--- src/rtl/ex_issue_stage_pkg.sv ---
// Shared widths, register-zero constant, slot record and ALU opcodes for the operand issue stage.
package ex_pkg;

   localparam int unsigned DATA_W = 16;
   localparam int unsigned OP_W   = 4;
   localparam int unsigned REG_W  = 3;

   localparam logic [REG_W-1:0] REG_ZERO = '0;

   typedef enum logic [OP_W-1:0] {
      OP_ADD   = 4'h0,
      OP_SUB   = 4'h1,
      OP_AND   = 4'h2,
      OP_OR    = 4'h3,
      OP_XOR   = 4'h4,
      OP_NOT   = 4'h5,
      OP_SLT   = 4'h6,
      OP_SLTU  = 4'h7,
      OP_MOV   = 4'h8,
      OP_PASSB = 4'h9,
      OP_SRA   = 4'hA,
      OP_SRL   = 4'hB,
      OP_SHL   = 4'hC
   } ex_alu_op_e;

   typedef struct packed {
      logic [OP_W-1:0]   op;
      logic [REG_W-1:0]  rd;
      logic              wr_en;
      logic [REG_W-1:0]  ra;
      logic [REG_W-1:0]  rb;
      logic [DATA_W-1:0] a;
      logic [DATA_W-1:0] b;
      logic              use_imm;
   } ex_slot_t;

endpackage

--- src/rtl/ex_issue_stage_if.sv ---
// Decode, writeback and execute-side signals of the issue stage; slave is the stage's own view.
interface ex_issue_if #(
   parameter int unsigned DATA_W = ex_pkg::DATA_W,
   parameter int unsigned OP_W   = ex_pkg::OP_W,
   parameter int unsigned REG_W  = ex_pkg::REG_W
);
   logic              flush;

   logic              id_valid;
   logic              id_ready;
   logic [OP_W-1:0]   id_op;
   logic [REG_W-1:0]  id_rd;
   logic              id_wr_en;
   logic [REG_W-1:0]  id_ra;
   logic [REG_W-1:0]  id_rb;
   logic [DATA_W-1:0] id_a;
   logic [DATA_W-1:0] id_b;
   logic [DATA_W-1:0] id_imm;
   logic              id_use_imm;

   logic              wb_valid;
   logic [REG_W-1:0]  wb_rd;
   logic [DATA_W-1:0] wb_data;

   logic              ex_valid;
   logic              ex_ready;
   logic [OP_W-1:0]   ex_op;
   logic [DATA_W-1:0] ex_a;
   logic [DATA_W-1:0] ex_b;
   logic [REG_W-1:0]  ex_rd;
   logic              ex_wr_en;

   modport slave (
      input  flush,
      input  id_valid, id_op, id_rd, id_wr_en, id_ra, id_rb, id_a, id_b, id_imm, id_use_imm,
      output id_ready,
      input  wb_valid, wb_rd, wb_data,
      output ex_valid, ex_op, ex_a, ex_b, ex_rd, ex_wr_en,
      input  ex_ready
   );

   modport master (
      output flush,
      output id_valid, id_op, id_rd, id_wr_en, id_ra, id_rb, id_a, id_b, id_imm, id_use_imm,
      input  id_ready,
      output wb_valid, wb_rd, wb_data,
      input  ex_valid, ex_op, ex_a, ex_b, ex_rd, ex_wr_en,
      output ex_ready
   );

endinterface

--- src/rtl/ex_operand_snoop.sv ---
// Combinational compare-and-replace of one operand against the writeback bus.
module ex_operand_snoop #(
   parameter int unsigned DATA_W = ex_pkg::DATA_W,
   parameter int unsigned REG_W  = ex_pkg::REG_W
) (
   input  logic              i_fwd_en,
   input  logic [REG_W-1:0]  i_reg,
   input  logic [DATA_W-1:0] i_val,
   input  logic              i_wb_valid,
   input  logic [REG_W-1:0]  i_wb_rd,
   input  logic [DATA_W-1:0] i_wb_data,
   output logic [DATA_W-1:0] o_val
);
   import ex_pkg::*;

   logic w_hit;

   // r0 is hard-wired zero, so a writeback naming it never replaces an operand.
   assign w_hit = i_fwd_en & i_wb_valid & (i_wb_rd == i_reg) & (i_reg != REG_W'(REG_ZERO));
   assign o_val = w_hit ? i_wb_data : i_val;

endmodule

--- src/rtl/ex_issue_stage.sv ---
// Two-entry skid buffer between decode and the ALU with writeback snooping of held operands.
// Forwarding (capture snoop, held snoop, output bypass) is built only when EX_ISSUE_FWD_EN is defined.
module ex_issue_stage #(
   parameter int unsigned DATA_W = ex_pkg::DATA_W,
   parameter int unsigned OP_W   = ex_pkg::OP_W,
   parameter int unsigned REG_W  = ex_pkg::REG_W
) (
   input  logic      clk,
   input  logic      rst,
   ex_issue_if.slave bus
);
   import ex_pkg::*;

`ifdef EX_ISSUE_FWD_EN
   localparam logic FWD_EN = 1'b1;
`else
   localparam logic FWD_EN = 1'b0;
`endif

   logic [1:0]        r_count;
   logic              r_head;
   logic              r_tail;
   logic              r_id_ready;

   logic [OP_W-1:0]   r_op      [2];
   logic [REG_W-1:0]  r_rd      [2];
   logic              r_wr_en   [2];
   logic [REG_W-1:0]  r_ra      [2];
   logic [REG_W-1:0]  r_rb      [2];
   logic [DATA_W-1:0] r_a       [2];
   logic [DATA_W-1:0] r_b       [2];
   logic              r_use_imm [2];

   logic [1:0]        w_count_nxt;
   logic              w_push;
   logic              w_pop;
   logic              w_slot_vld [2];
   logic [DATA_W-1:0] w_cap_a;
   logic [DATA_W-1:0] w_cap_b_snp;
   logic [DATA_W-1:0] w_cap_b;
   logic [DATA_W-1:0] w_held_a   [2];
   logic [DATA_W-1:0] w_held_b   [2];

   assign w_push = bus.id_valid & r_id_ready;
   assign w_pop  = (r_count != 2'd0) & bus.ex_ready;

   always_comb begin
      w_count_nxt = r_count;
      if (bus.flush) begin
         w_count_nxt = 2'd0;
      end else if (w_push && !w_pop) begin
         w_count_nxt = r_count + 2'd1;
      end else if (w_pop && !w_push) begin
         w_count_nxt = r_count - 2'd1;
      end
   end

   // The head slot is live with one entry; both are live when full.
   assign w_slot_vld[0] = (r_count == 2'd2) | ((r_count == 2'd1) & (r_head == 1'b0));
   assign w_slot_vld[1] = (r_count == 2'd2) | ((r_count == 2'd1) & (r_head == 1'b1));

   ex_operand_snoop #(.DATA_W(DATA_W), .REG_W(REG_W)) u_cap_a (
      .i_fwd_en   (FWD_EN),
      .i_reg      (bus.id_ra),
      .i_val      (bus.id_a),
      .i_wb_valid (bus.wb_valid),
      .i_wb_rd    (bus.wb_rd),
      .i_wb_data  (bus.wb_data),
      .o_val      (w_cap_a)
   );

   ex_operand_snoop #(.DATA_W(DATA_W), .REG_W(REG_W)) u_cap_b (
      .i_fwd_en   (FWD_EN & ~bus.id_use_imm),
      .i_reg      (bus.id_rb),
      .i_val      (bus.id_b),
      .i_wb_valid (bus.wb_valid),
      .i_wb_rd    (bus.wb_rd),
      .i_wb_data  (bus.wb_data),
      .o_val      (w_cap_b_snp)
   );

   assign w_cap_b = bus.id_use_imm ? bus.id_imm : w_cap_b_snp;

   for (genvar g = 0; g < 2; g++) begin : g_held
      ex_operand_snoop #(.DATA_W(DATA_W), .REG_W(REG_W)) u_held_a (
         .i_fwd_en   (FWD_EN & w_slot_vld[g]),
         .i_reg      (r_ra[g]),
         .i_val      (r_a[g]),
         .i_wb_valid (bus.wb_valid),
         .i_wb_rd    (bus.wb_rd),
         .i_wb_data  (bus.wb_data),
         .o_val      (w_held_a[g])
      );

      ex_operand_snoop #(.DATA_W(DATA_W), .REG_W(REG_W)) u_held_b (
         .i_fwd_en   (FWD_EN & w_slot_vld[g] & ~r_use_imm[g]),
         .i_reg      (r_rb[g]),
         .i_val      (r_b[g]),
         .i_wb_valid (bus.wb_valid),
         .i_wb_rd    (bus.wb_rd),
         .i_wb_data  (bus.wb_data),
         .o_val      (w_held_b[g])
      );
   end

   always_ff @(posedge clk) begin
      if (rst) begin
         r_count    <= 2'd0;
         r_head     <= 1'b0;
         r_tail     <= 1'b0;
         r_id_ready <= 1'b1;
         for (int unsigned i = 0; i < 2; i++) begin
            r_op[i]      <= '0;
            r_rd[i]      <= '0;
            r_wr_en[i]   <= 1'b0;
            r_ra[i]      <= '0;
            r_rb[i]      <= '0;
            r_a[i]       <= '0;
            r_b[i]       <= '0;
            r_use_imm[i] <= 1'b0;
         end
      end else begin
         r_count    <= w_count_nxt;
         r_id_ready <= (w_count_nxt != 2'd2);
         if (bus.flush) begin
            r_head <= 1'b0;
            r_tail <= 1'b0;
         end else begin
            if (w_push) r_tail <= ~r_tail;
            if (w_pop)  r_head <= ~r_head;
         end
         for (int unsigned i = 0; i < 2; i++) begin
            if (w_push && !bus.flush && (r_tail == i[0])) begin
               r_op[i]      <= bus.id_op;
               r_rd[i]      <= bus.id_rd;
               r_wr_en[i]   <= bus.id_wr_en;
               r_ra[i]      <= bus.id_ra;
               r_rb[i]      <= bus.id_rb;
               r_a[i]       <= w_cap_a;
               r_b[i]       <= w_cap_b;
               r_use_imm[i] <= bus.id_use_imm;
            end else begin
               r_a[i] <= w_held_a[i];
               r_b[i] <= w_held_b[i];
            end
         end
      end
   end

   // Output bypass lets a popping instruction see the writeback of its predecessor.
   ex_operand_snoop #(.DATA_W(DATA_W), .REG_W(REG_W)) u_out_a (
      .i_fwd_en   (FWD_EN),
      .i_reg      (r_ra[r_head]),
      .i_val      (r_a[r_head]),
      .i_wb_valid (bus.wb_valid),
      .i_wb_rd    (bus.wb_rd),
      .i_wb_data  (bus.wb_data),
      .o_val      (bus.ex_a)
   );

   ex_operand_snoop #(.DATA_W(DATA_W), .REG_W(REG_W)) u_out_b (
      .i_fwd_en   (FWD_EN & ~r_use_imm[r_head]),
      .i_reg      (r_rb[r_head]),
      .i_val      (r_b[r_head]),
      .i_wb_valid (bus.wb_valid),
      .i_wb_rd    (bus.wb_rd),
      .i_wb_data  (bus.wb_data),
      .o_val      (bus.ex_b)
   );

   assign bus.id_ready = r_id_ready;
   assign bus.ex_valid = (r_count != 2'd0);
   assign bus.ex_op    = r_op[r_head];
   assign bus.ex_rd    = r_rd[r_head];
   assign bus.ex_wr_en = r_wr_en[r_head];

endmodule

--- src/flat_wrapper.sv ---
// flat-port wrapper written by rule: the top's interface ports become plain ports
module ex_issue_stage_flat import ex_pkg::*;
#(
   parameter int unsigned DATA_W = ex_pkg::DATA_W,
   parameter int unsigned OP_W   = ex_pkg::OP_W,
   parameter int unsigned REG_W  = ex_pkg::REG_W
)
  (clk, rst, bus_flush, bus_id_valid, bus_id_op, bus_id_rd, bus_id_wr_en, bus_id_ra, bus_id_rb, bus_id_a, bus_id_b, bus_id_imm, bus_id_use_imm, bus_id_ready, bus_wb_valid, bus_wb_rd, bus_wb_data, bus_ex_valid, bus_ex_op, bus_ex_a, bus_ex_b, bus_ex_rd, bus_ex_wr_en, bus_ex_ready);
  ex_issue_if #(.DATA_W(DATA_W), .OP_W(OP_W), .REG_W(REG_W)) bus_i ();
  input  logic clk;
  input  logic rst;
  input wire logic [$bits(bus_i.flush)-1:0] bus_flush;
  input wire logic [$bits(bus_i.id_valid)-1:0] bus_id_valid;
  input wire logic [$bits(bus_i.id_op)-1:0] bus_id_op;
  input wire logic [$bits(bus_i.id_rd)-1:0] bus_id_rd;
  input wire logic [$bits(bus_i.id_wr_en)-1:0] bus_id_wr_en;
  input wire logic [$bits(bus_i.id_ra)-1:0] bus_id_ra;
  input wire logic [$bits(bus_i.id_rb)-1:0] bus_id_rb;
  input wire logic [$bits(bus_i.id_a)-1:0] bus_id_a;
  input wire logic [$bits(bus_i.id_b)-1:0] bus_id_b;
  input wire logic [$bits(bus_i.id_imm)-1:0] bus_id_imm;
  input wire logic [$bits(bus_i.id_use_imm)-1:0] bus_id_use_imm;
  output wire logic [$bits(bus_i.id_ready)-1:0] bus_id_ready;
  input wire logic [$bits(bus_i.wb_valid)-1:0] bus_wb_valid;
  input wire logic [$bits(bus_i.wb_rd)-1:0] bus_wb_rd;
  input wire logic [$bits(bus_i.wb_data)-1:0] bus_wb_data;
  output wire logic [$bits(bus_i.ex_valid)-1:0] bus_ex_valid;
  output wire logic [$bits(bus_i.ex_op)-1:0] bus_ex_op;
  output wire logic [$bits(bus_i.ex_a)-1:0] bus_ex_a;
  output wire logic [$bits(bus_i.ex_b)-1:0] bus_ex_b;
  output wire logic [$bits(bus_i.ex_rd)-1:0] bus_ex_rd;
  output wire logic [$bits(bus_i.ex_wr_en)-1:0] bus_ex_wr_en;
  input wire logic [$bits(bus_i.ex_ready)-1:0] bus_ex_ready;
  assign bus_i.flush = bus_flush;
  assign bus_i.id_valid = bus_id_valid;
  assign bus_i.id_op = bus_id_op;
  assign bus_i.id_rd = bus_id_rd;
  assign bus_i.id_wr_en = bus_id_wr_en;
  assign bus_i.id_ra = bus_id_ra;
  assign bus_i.id_rb = bus_id_rb;
  assign bus_i.id_a = bus_id_a;
  assign bus_i.id_b = bus_id_b;
  assign bus_i.id_imm = bus_id_imm;
  assign bus_i.id_use_imm = bus_id_use_imm;
  assign bus_id_ready = bus_i.id_ready;
  assign bus_i.wb_valid = bus_wb_valid;
  assign bus_i.wb_rd = bus_wb_rd;
  assign bus_i.wb_data = bus_wb_data;
  assign bus_ex_valid = bus_i.ex_valid;
  assign bus_ex_op = bus_i.ex_op;
  assign bus_ex_a = bus_i.ex_a;
  assign bus_ex_b = bus_i.ex_b;
  assign bus_ex_rd = bus_i.ex_rd;
  assign bus_ex_wr_en = bus_i.ex_wr_en;
  assign bus_i.ex_ready = bus_ex_ready;
  ex_issue_stage #(.DATA_W(DATA_W), .OP_W(OP_W), .REG_W(REG_W)) u_core (.clk(clk), .rst(rst), .bus(bus_i));
endmodule
--- config.mk ---
export PLATFORM = sky130hd
export DESIGN_NAME = ex_issue_stage_flat
export DESIGN_NICKNAME = d
export VERILOG_FILES = /design/src/rtl/ex_issue_stage_pkg.sv /design/src/rtl/ex_issue_stage_if.sv /design/src/rtl/ex_operand_snoop.sv /design/src/rtl/ex_issue_stage.sv /design/src/flat_wrapper.sv
export SDC_FILE = /design/constraint.sdc
export NUM_CORES = 1
export LEC_CHECK = 0
export CAP_MARGIN = 20
export CORE_ASPECT_RATIO = 0.6
export CORE_MARGIN = 8
export CORE_UTILIZATION = 45
export CTS_CLUSTER_SIZE = 14
export DETAILED_ROUTE_END_ITERATION = 8
export HOLD_SLACK_MARGIN = 0.06
export PLACE_DENSITY = 0.8
export SLEW_MARGIN = 10
export SYNTH_ARGS = -nofsm -noshare
export SYNTH_HDL_FRONTEND = slang
export SYNTH_SLANG_ARGS = --single-unit
--- constraint.sdc ---
create_clock -name clk -period 5.4 [get_ports clk]
set_clock_uncertainty 0.15 [all_clocks]
set_input_delay 0.81 -clock clk [delete_from_list [all_inputs] [get_ports clk]]
set_output_delay 0.81 -clock clk [all_outputs]
set_load 0.01 [all_outputs]
==> flow_summary.yaml, run 1 <==
run_status:
  status: "finished, final reports clean"
sta:
  setup_viol: 0
  fin_hold_ws_ns: 0.3487
  layout_setup_ws_ns: 2.182
  rsz0062_at_grt: "false"
  relSlewSlack_pct: 32.27
  finalCriticalPeriod_ns: 3.218
  finalHoldViolCount: 0
  period_share_pct: 59.60
  worstMarginPinSlew_ns: 1.013
  max_freq_mhz: 310.7
  drv_slew: 0
  setup_tns_ns: 0
routing:
  drc: 0
  ant_nets: 0
  routed_wl_um: 7646
  via_per_inst: 4.898
  first_pass_iters: 4
  drtIter0Drc: 113
  wl_per_cell_um: 17.30
  via_count: 2165
placed_design:
  post_dp_cell_area_um2: 4760
  dp.cells: 426
  hpwl_um: 5182
  io_buffer_count: 103
  dp_slack_ns: 2.372
  place.gp.congestion: 0.7610
layout:
  drive_gt1_share_pct: 18.26
  syn2layout_area_growth_pct: 40.58
  num-nets-final: 418
  final_cells: 442
  layout_commonest_cell: "clkdlybuf4s50_1"
  layout_common_cells: "clkdlybuf4s50_1 (103), edfxtp_1 (80), mux2_2 (40)"
  postLayoutCoreUtil_pct: 64.92
  diodes: 0
  final_area_um2: 5097
global_route:
  grt.total_usage_pct: 13.48
  busiest_layer: "met2"
  grt_use_met3_pct: 6.184
  use_met1_pct: 15.83
  gr-usage-met2_pct: 21.58
  antenna_found_initial: 0
  grt_max_degree: 41
  grt_first_pass_wirelength_um: 11710
  first_global_vias: 2316
  gr-total-overflow: 0
setup_path:
  crit_required_ns: 4.44
  path_class: "reg2out"
  crit_arrival_ns: 2.26
  cp-start-kind: "register"
  end_kind: "output pin"
  crit_end: "bus_ex_b[15]"
  r2r_slack_ns: 3.38
  reg2reg_to: "u_core.r_a[0][5]"
  r2r_start: "u_core.bus.id_ready"
  cp_max_fo: 40
  rr_worst_depth: 3
cts:
  cts_hold_buf: 0
  cts.sinks: 86
  cts_buffer_depth: 2
  cts_root_buf: "clkbuf_16"
  cts_tree: "done"
  cts-resized-gates: 0
  worstSkewPairLatency_ns: 0.33
  cts_inserted_buffers: 9
  cts_setup_buffers: 0
  ctsHtreeMaxLevel: 3
  clk_pin_slew_worst_paths_ns: 0.06
floorplan:
  die_x_um: 131.9
  ioPinCount: 130
  dieArea_um2: 11280
  fp.dieH_um: 85.53
  rows: 25
  coreArea_um2: 7851
  initial_core_util_pct: 46.18
logic_synthesis:
  synth_nets: 315
  syn_inst: 226
  synth_cell_types: 30
  syn_area_um2: 3626
  ys_seq_area_share_pct: 69.57
  yosysWarnings: 0
  synth-seq-cells: 86
  syn_area_per_cell_um2: 16.04
power:
  peakVddDrop_uv: 144.8
  power.total_mw: 1.660
  p_leak_nw: 1.901
  p_per_area_nw_per_um2: 325.6
hold_path:
  hp-class: "reg2reg"
flow_run:
  cap_violations: 0
[power breakdown]
part / internal [mW] / switching [mW] / total [mW]
Clock: 0.448 / 0.236 / 0.684
Sequential: 0.770 / 0.0130 / 0.783
Combinational: 0.115 / 0.0775 / 0.193
[layer usage]
| layer | vias to the layer above | wire (µm) |
|---|---|---|
| li1 | 1035 | - |
| met1 | 1040 | 3447 |
| met2 | 83 | 3529 |
| met3 | 7 | 603 |
| met4 | 0 | 66 |
| met5 | - | 0 |
[state kept, by name, summed over array words and instances (netlist names), named ones only]
register / flops
u_core.r_op: 8
u_core.r_wr_en: 2
u_core.r_rd: 6
u_core.r_count: 2
u_core.bus.id_ready: 1
u_core.r_head: 1
u_core.r_b: 32
u_core.r_a: 32
u_core.r_tail: 1
[critical path, stage by stage (launching register included)]
cell and delay, ns:
dfxtp_2 0.97, mux2_2 0.46, clkdlybuf4s50_1 0.49
[cell usage after synthesis, drive strengths merged]
master,count,area share (%)
edfxtp,80,66
mux2,40,12
and2,24,4.1
nor2,21,2.2
mux2i,16,4.4
buf,10,1.8
dfxtp,6,3.3
inv,5,0.52
clkbuf,3,0.31
or2,3,0.52
nand2,2,0.21
o31ai,2,0.41
a2111oi,1,0.24
a211oi,1,0.21
a21oi,1,0.14
a221oi,1,0.24
and3,1,0.17
ha,1,0.35
maj3,1,0.28
nor2b,1,0.17
nor4,1,0.17
nor4b,1,0.24
o21ai,1,0.14
xnor2,1,0.24
xnor3,1,0.62
xor2,1,0.24
[area by class of cell]
cell class,instances,area [µm²]
clock inverters,7,112.6
flip-flops and latches,86,2524
well taps,108,135.1
fillers,570,2754
repair buffers,105,1046
inverters,5,18.77
clock buffers,9,225.2
multi-input cells,122,1036
[how the worst min path moves through the flow]
| stage | startpoint | end | slack, ns | depth (start not counted) |
|---|---|---|---|---|
| 6_report | u_core.r_count[1] | u_core.r_count[1] | 0.35 | 2 |
| 5_1_grt | u_core.r_count[1] | u_core.r_count[1] | 0.36 | 2 |
| 4_1_cts | u_core.r_count[1] | u_core.r_count[1] | 0.35 | 2 |
| 3_5_place_dp | u_core.r_count[1] | u_core.r_count[1] | 0.34 | 2 |
| 3_3_place_gp | u_core.r_count[1] | u_core.r_count[1] | 0.33 | 2 |
| 2_1_floorplan | u_core.r_count[1] | u_core.r_count[1] | 0.31 | 2 |
[logic make-up (layout without fill, tap and decap cells)]
family	count (synthesis)	in the layout	share of synthesized area [%]
XOR/XNOR	3	3	1.104
multiplexers	56	56	16.84
flip-flops	86	86	69.57
adder cells (fa/ha/maj)	2	2	0.6211
buffers and inverters	18	126	2.622
AO/OA/AOI/OAI	7	7	1.380
AND/OR/NAND/NOR	54	54	7.868
(Power assumes the default switching activity.)
==> run 2: changes to the inputs <==
- clock period: 5.4 -> 2.99 ns (I/O delays scaled with it)
==> flow_summary.yaml, run 2 (synthesis results as in run 1) <==
run_status:
  status: "finished, final reports clean"
placed_design:
  dp_slack_ns: 0.4837
  io_buffer_count: 103
  place.gp.congestion: 0.7822
  hpwl_um: 5330
global_route:
  grt_use_met3_pct: 6.243
  busiest_layer: "met2"
  gr-total-overflow: 0
  grt_first_pass_wirelength_um: 12030
  gr-usage-met2_pct: 22.41
  grt_max_degree: 25
  grt.total_usage_pct: 13.71
  antenna_found_initial: 0
  first_global_vias: 2465
  use_met1_pct: 16.07
floorplan:
  dieArea_um2: 11280
  coreArea_um2: 7851
  initial_core_util_pct: 46.18
  die_x_um: 131.9
  fp.dieH_um: 85.53
  ioPinCount: 130
  rows: 25
routing:
  ant_nets: 0
  wl_per_cell_um: 16.98
  first_pass_iters: 4
  via_per_inst: 4.907
  drtIter0Drc: 118
  routed_wl_um: 7639
  via_count: 2208
  drc: 0
setup_path:
  cp_max_fo: 22
  cpPeakStageDelay_ns: 0.51
  end_kind: "output pin"
  crit_arrival_ns: 1.84
  crit_path_top_delay_cell: "clkdlybuf4s50_1"
  path_class: "reg2out"
  r2r_slack_ns: 1.17
  cp-start-kind: "register"
  path_buf_inv: 2
  crit_required_ns: 2.39
  path_cells: "buf_4 -> mux2_2 -> clkdlybuf4s50_1"
  cpLargestDelayFamily: "buffers and inverters"
sta:
  layout_setup_ws_ns: 0.5531
  relSlewSlack_pct: 47.65
  drv_slew: 0
  period_share_pct: 81.50
  fin_hold_ws_ns: 0.3704
  max_freq_mhz: 410.4
  finalHoldViolCount: 0
  finalCriticalPeriod_ns: 2.437
  setup_viol: 0
  rsz0062_at_grt: "false"
  worstMarginPinSlew_ns: 0.7844
cts:
  cts_setup_buffers: 0
  cts_root_buf: "clkbuf_16"
  clk_pin_slew_worst_paths_ns: 0.06
  worstSkewPairLatency_ns: 0.33
  cts_tree: "done"
  cts_hold_buf: 0
  cts.sinks: 86
  ctsHtreeMaxLevel: 3
  cts_buffer_depth: 2
  cts-resized-gates: 0
  cts_inserted_buffers: 9
layout:
  layout_commonest_cell: "clkdlybuf4s50_1"
  drive_gt1_share_pct: 20.18
  diodes: 0
  syn2layout_area_growth_pct: 41.61
  layout_common_cells: "clkdlybuf4s50_1 (103), edfxtp_1 (80), mux2_2 (40)"
  largestRegisters: "u_core.r_a x32, u_core.r_b x32, u_core.r_op x8"
  num-nets-final: 426
  fillers: 598
power:
  peakVddDrop_uv: 233.3
  p_leak_nw: 1.937
  p_per_area_nw_per_um2: 569.1
  power.total_mw: 2.922
flow_run:
  cap_violations: 0
hold_path:
  hp-class: "reg2reg"
## run 2: changes by cell type in the layout (fill, tap and decap cells not counted)
cell | before | now
buf_4 | 2 | 10
clkinv_4 | 0 | 2
clkinvlp_4 | 2 | 0
bufinv_16 | 3 | 2
clkbuf_1 | 0 | 1
clkinv_1 | 2 | 1
clkinv_2 | 0 | 1
## run 2: layout make-up
type	count	area, µm²	share of cell area (%)
Sequential cell	86	2524	49.15
Timing Repair Buffer	113	1106	21.54
Multi-Input combinational cell	122	1036	20.18
Clock buffer	10	229.0	4.459
Tap cell	108	135.1	2.632
Clock inverter	6	86.33	1.681
Inverter	5	18.77	0.3655
## run 2: per-stage QoR
| step | TNS, ns | instances | area, µm² | util, % |
|---|---|---|---|---|
| final | 0 | 450 | 5135 | 65.40 |
| after global routing | 0 | 450 | 5135 | 65.40 |
| after CTS | 0 | 450 | 5135 | 65.40 |
| after detailed placement | 0 | 434 | 4820 | 61.39 |
| after global placement | 0 | 434 | 4820 | 61.39 |
| after floorplan | -11.94 | 226 | 3636 | - |
## run 2: worst paths after layout
path | cells after the start | start | to
worst max-delay path | 3 | register | bus_ex_op[3]
worst min-delay path | 2 | u_core.r_head | u_core.r_head
worst max register to register | 5 | u_core.r_count[0] | u_core.r_count[1]
worst min register to register | 2 | u_core.r_head | u_core.r_head
## run 2: routing by layer
| metal | vias up | wire length [µm] |
|---|---|---|
| li1 | 1055 | - |
| met1 | 1053 | 3350 |
| met2 | 93 | 3607 |
| met3 | 7 | 628 |
| met4 | 0 | 53 |
| met5 | - | 0 |
## run 2: tightest hold or removal path, stage by stage, from the launching register on
cell,delay (ns)
dfxtp_1,0.32
xnor2_1,0.09
nor2_1,0.08
## run 2: where the power goes
| group | switching, mW | total, mW | internal, mW |
|---|---|---|---|
| clock network | 0.424 | 1.15 | 0.730 |
| logic | 0.147 | 0.361 | 0.214 |
| registers | 0.0172 | 1.41 | 1.39 |
==> RTL edit (config.mk and constraints of run 1) <==
The option `EX_ISSUE_FWD_EN` is turned on by a define.
--- a/src/rtl/ex_issue_stage.sv
+++ b/src/rtl/ex_issue_stage.sv
@@ -2,2 +2,4 @@
 // Forwarding (capture snoop, held snoop, output bypass) is built only when EX_ISSUE_FWD_EN is defined.
+`define EX_ISSUE_FWD_EN
+
 module ex_issue_stage #(
Check against the original RTL: not equivalent (Yosys sat finds a counterexample within 4 cycles, from zero or initial values and one cycle with rst high).
==> RTL edit against run 1 <==
- critical path depth grew 3
- first-iteration DRC count increased to 3.2 times the old value
- cell area rose by 46%
- area after synthesis increased by 57%
- via count rose by 110%
- wire length is 110% higher
- setup slack got worse by 1.6 ns
- count of clock-buffer cells in the layout unchanged
- non-clock buffer count grew 34
- die area is 48% higher
- register-to-register slack got worse by 1.1 ns
- sequential cell count increased by 14
- power up 21%
- highest routed layer unchanged
==> RTL edit: results (changes against run 1) <==
Routing
  • DR iter-0 viols: 360 (+220%)
  • Routed met1 length: 7237 um (+110%)
  • Per-cell routed wire length: 20.24 um (+17%)
  • Met2 wire len: 7013 um (+99%)
  • Routed wire length: 16110 um (+110%)
  • Drt pass-1 iters: 5 (+1)
  • Metal3 WL: 1632 um (+170%)
  • DR vias/cell: 5.670 (+16%)

Logic synthesis
  • Synthesis Warnings: 0 (unchanged)
  • Sequential share of the synthesized area: 51.57% (-18 points)
  • Syn Nets: 598 (+90%)
  • Post-synth EDFFs: 94 (+18%)
  • Post-synth cell types: 50 (+67%)
  • Largest cells by area after synthesis: edfxtp_1 (49%), mux2_2 (8.1%), a22o_1 (4.0%)
  • Syn Inst Count: 507 (+120%)
  • Most frequent cells after synthesis: edfxtp_1 (94), nand2_1 (42), mux2_2 (41), a21oi_1 (36), o21ai_0 (36)

Power
  • Pwr/cell area: 270.2 nW/um^2 (-17%)
  • Maximum VDD drop: 0.1359 mV (-6.2%)
  • Sw Pwr: 471.5 uW (+45%)
  • P_clk: 739 uW (+8.0%)
  • Pleak: 2.648 nW (+39%)
  • Flop pwr share: 45.6% (-1.6 points)

Clock tree
  • Num CTS Buffers: 9 (unchanged)

Timing
  • Worst-margin pin slew: 1.035 ns (+0.02263 ns)

GRT
  • First-pass GRT wire length: 24720 um (+110%)
  • Vias in the first global route: 4523 (+95%)
  • Global Route Usage Sum: 19.40% (+5.9 points)
  • Met3 usage: 5.375% (-0.81 points)
  • GR Layer Usage met2: 29.98% (+8.4 points)
  • Initial antenna violation count: 0 (unchanged)
  • Largest net degree at the start of global routing: 43 (+4.9%)
  • Grt met1 use: 26.25% (+10 points)

Placed design
  • Dpl hpwl: 11790 um (+130%)
  • Area after DPL: 7117 sq um (+50%)
  • Gpl congestion: 0.8576 (+13%)
  • Dpl ws: 0.6721 ns (-1.700 ns)
  • Dpl cells: 780 (+83%)
  • Buffers on Ports: 129 (+25%)

Outcome
  • Status: finished clean

Layout
  • Share of cells above drive strength 1: 13.90% (-4.4 points)
  • # nets final: 712 (+70%)

Setup path
  • Slowest stage delay, CP: 0.90 ns (-0.07 ns)
  • Critical Path Fanout Max: 32 (-20%)
  • Data arrival, critical path: 3.86 ns (+1.60 ns)
  • CP delay by family, top: compound AO/OA/AOI/OAI gates
-- RTL edit: changes by cell type in the layout (fill, tap and decap cells not counted), moves of 8 or more --
| cell | delta |
|---|---|
| a21oi_1 | +35 |
| a221oi_1 | +15 |
| a22o_1 | +26 |
| buf_4 | +8 |
| clkdlybuf4s50_1 | +25 |
| edfxtp_1 | +14 |
| nand2_1 | +40 |
| nand2b_1 | +19 |
| nor2_1 | +8 |
| nor2b_1 | +18 |
| o21ai_0 | +34 |
| xnor2_1 | +10 |
-- RTL edit: cells by family (layout without fill, tap and decap cells) --
logic type               after synthesis  after routing  synth area share (%)
adder cells (fa/ha/maj)                3              3                0.6578
XOR/XNOR                              16             16                 2.456
flip-flops                           100            100                 51.57
AO/OA/AOI/OAI                        138            138                 16.90
AND/OR/NAND/NOR                      147            147                 13.46
multiplexers                          60             60                 11.42
buffers and inverters                 43            162                 3.530
-- RTL edit: tightest hold or removal path: cells and delay by family (launching register included) --
family | cells | cell delay (ns)
xor+xnor | 1 | 0.11
simple gates | 1 | 0.08
flops | 1 | 0.37
-- RTL edit: cell type report --
type | count | area (sq um) | area share (%)
clock inverter | 7 | 123.9 | 1.660
inverter | 7 | 26.28 | 0.3522
multi-input combinational | 364 | 2567 | 34.41
clock buffer | 9 | 225.2 | 3.019
tap | 170 | 212.7 | 2.851
timing repair buffer | 139 | 1361 | 18.25
sequential | 100 | 2944 | 39.46
-- RTL edit: worst paths after layout --
check               startpoint                to  depth (start not counted)  slack, ns
max reg2reg  u_core.r_count[1]  u_core.r_b[1][3]                          7       2.30
min              u_core.r_head         flip-flop                          2       0.44
max                  flip-flop       bus_ex_b[2]                          5       0.58
min reg2reg      u_core.r_head         flip-flop                          2       0.44
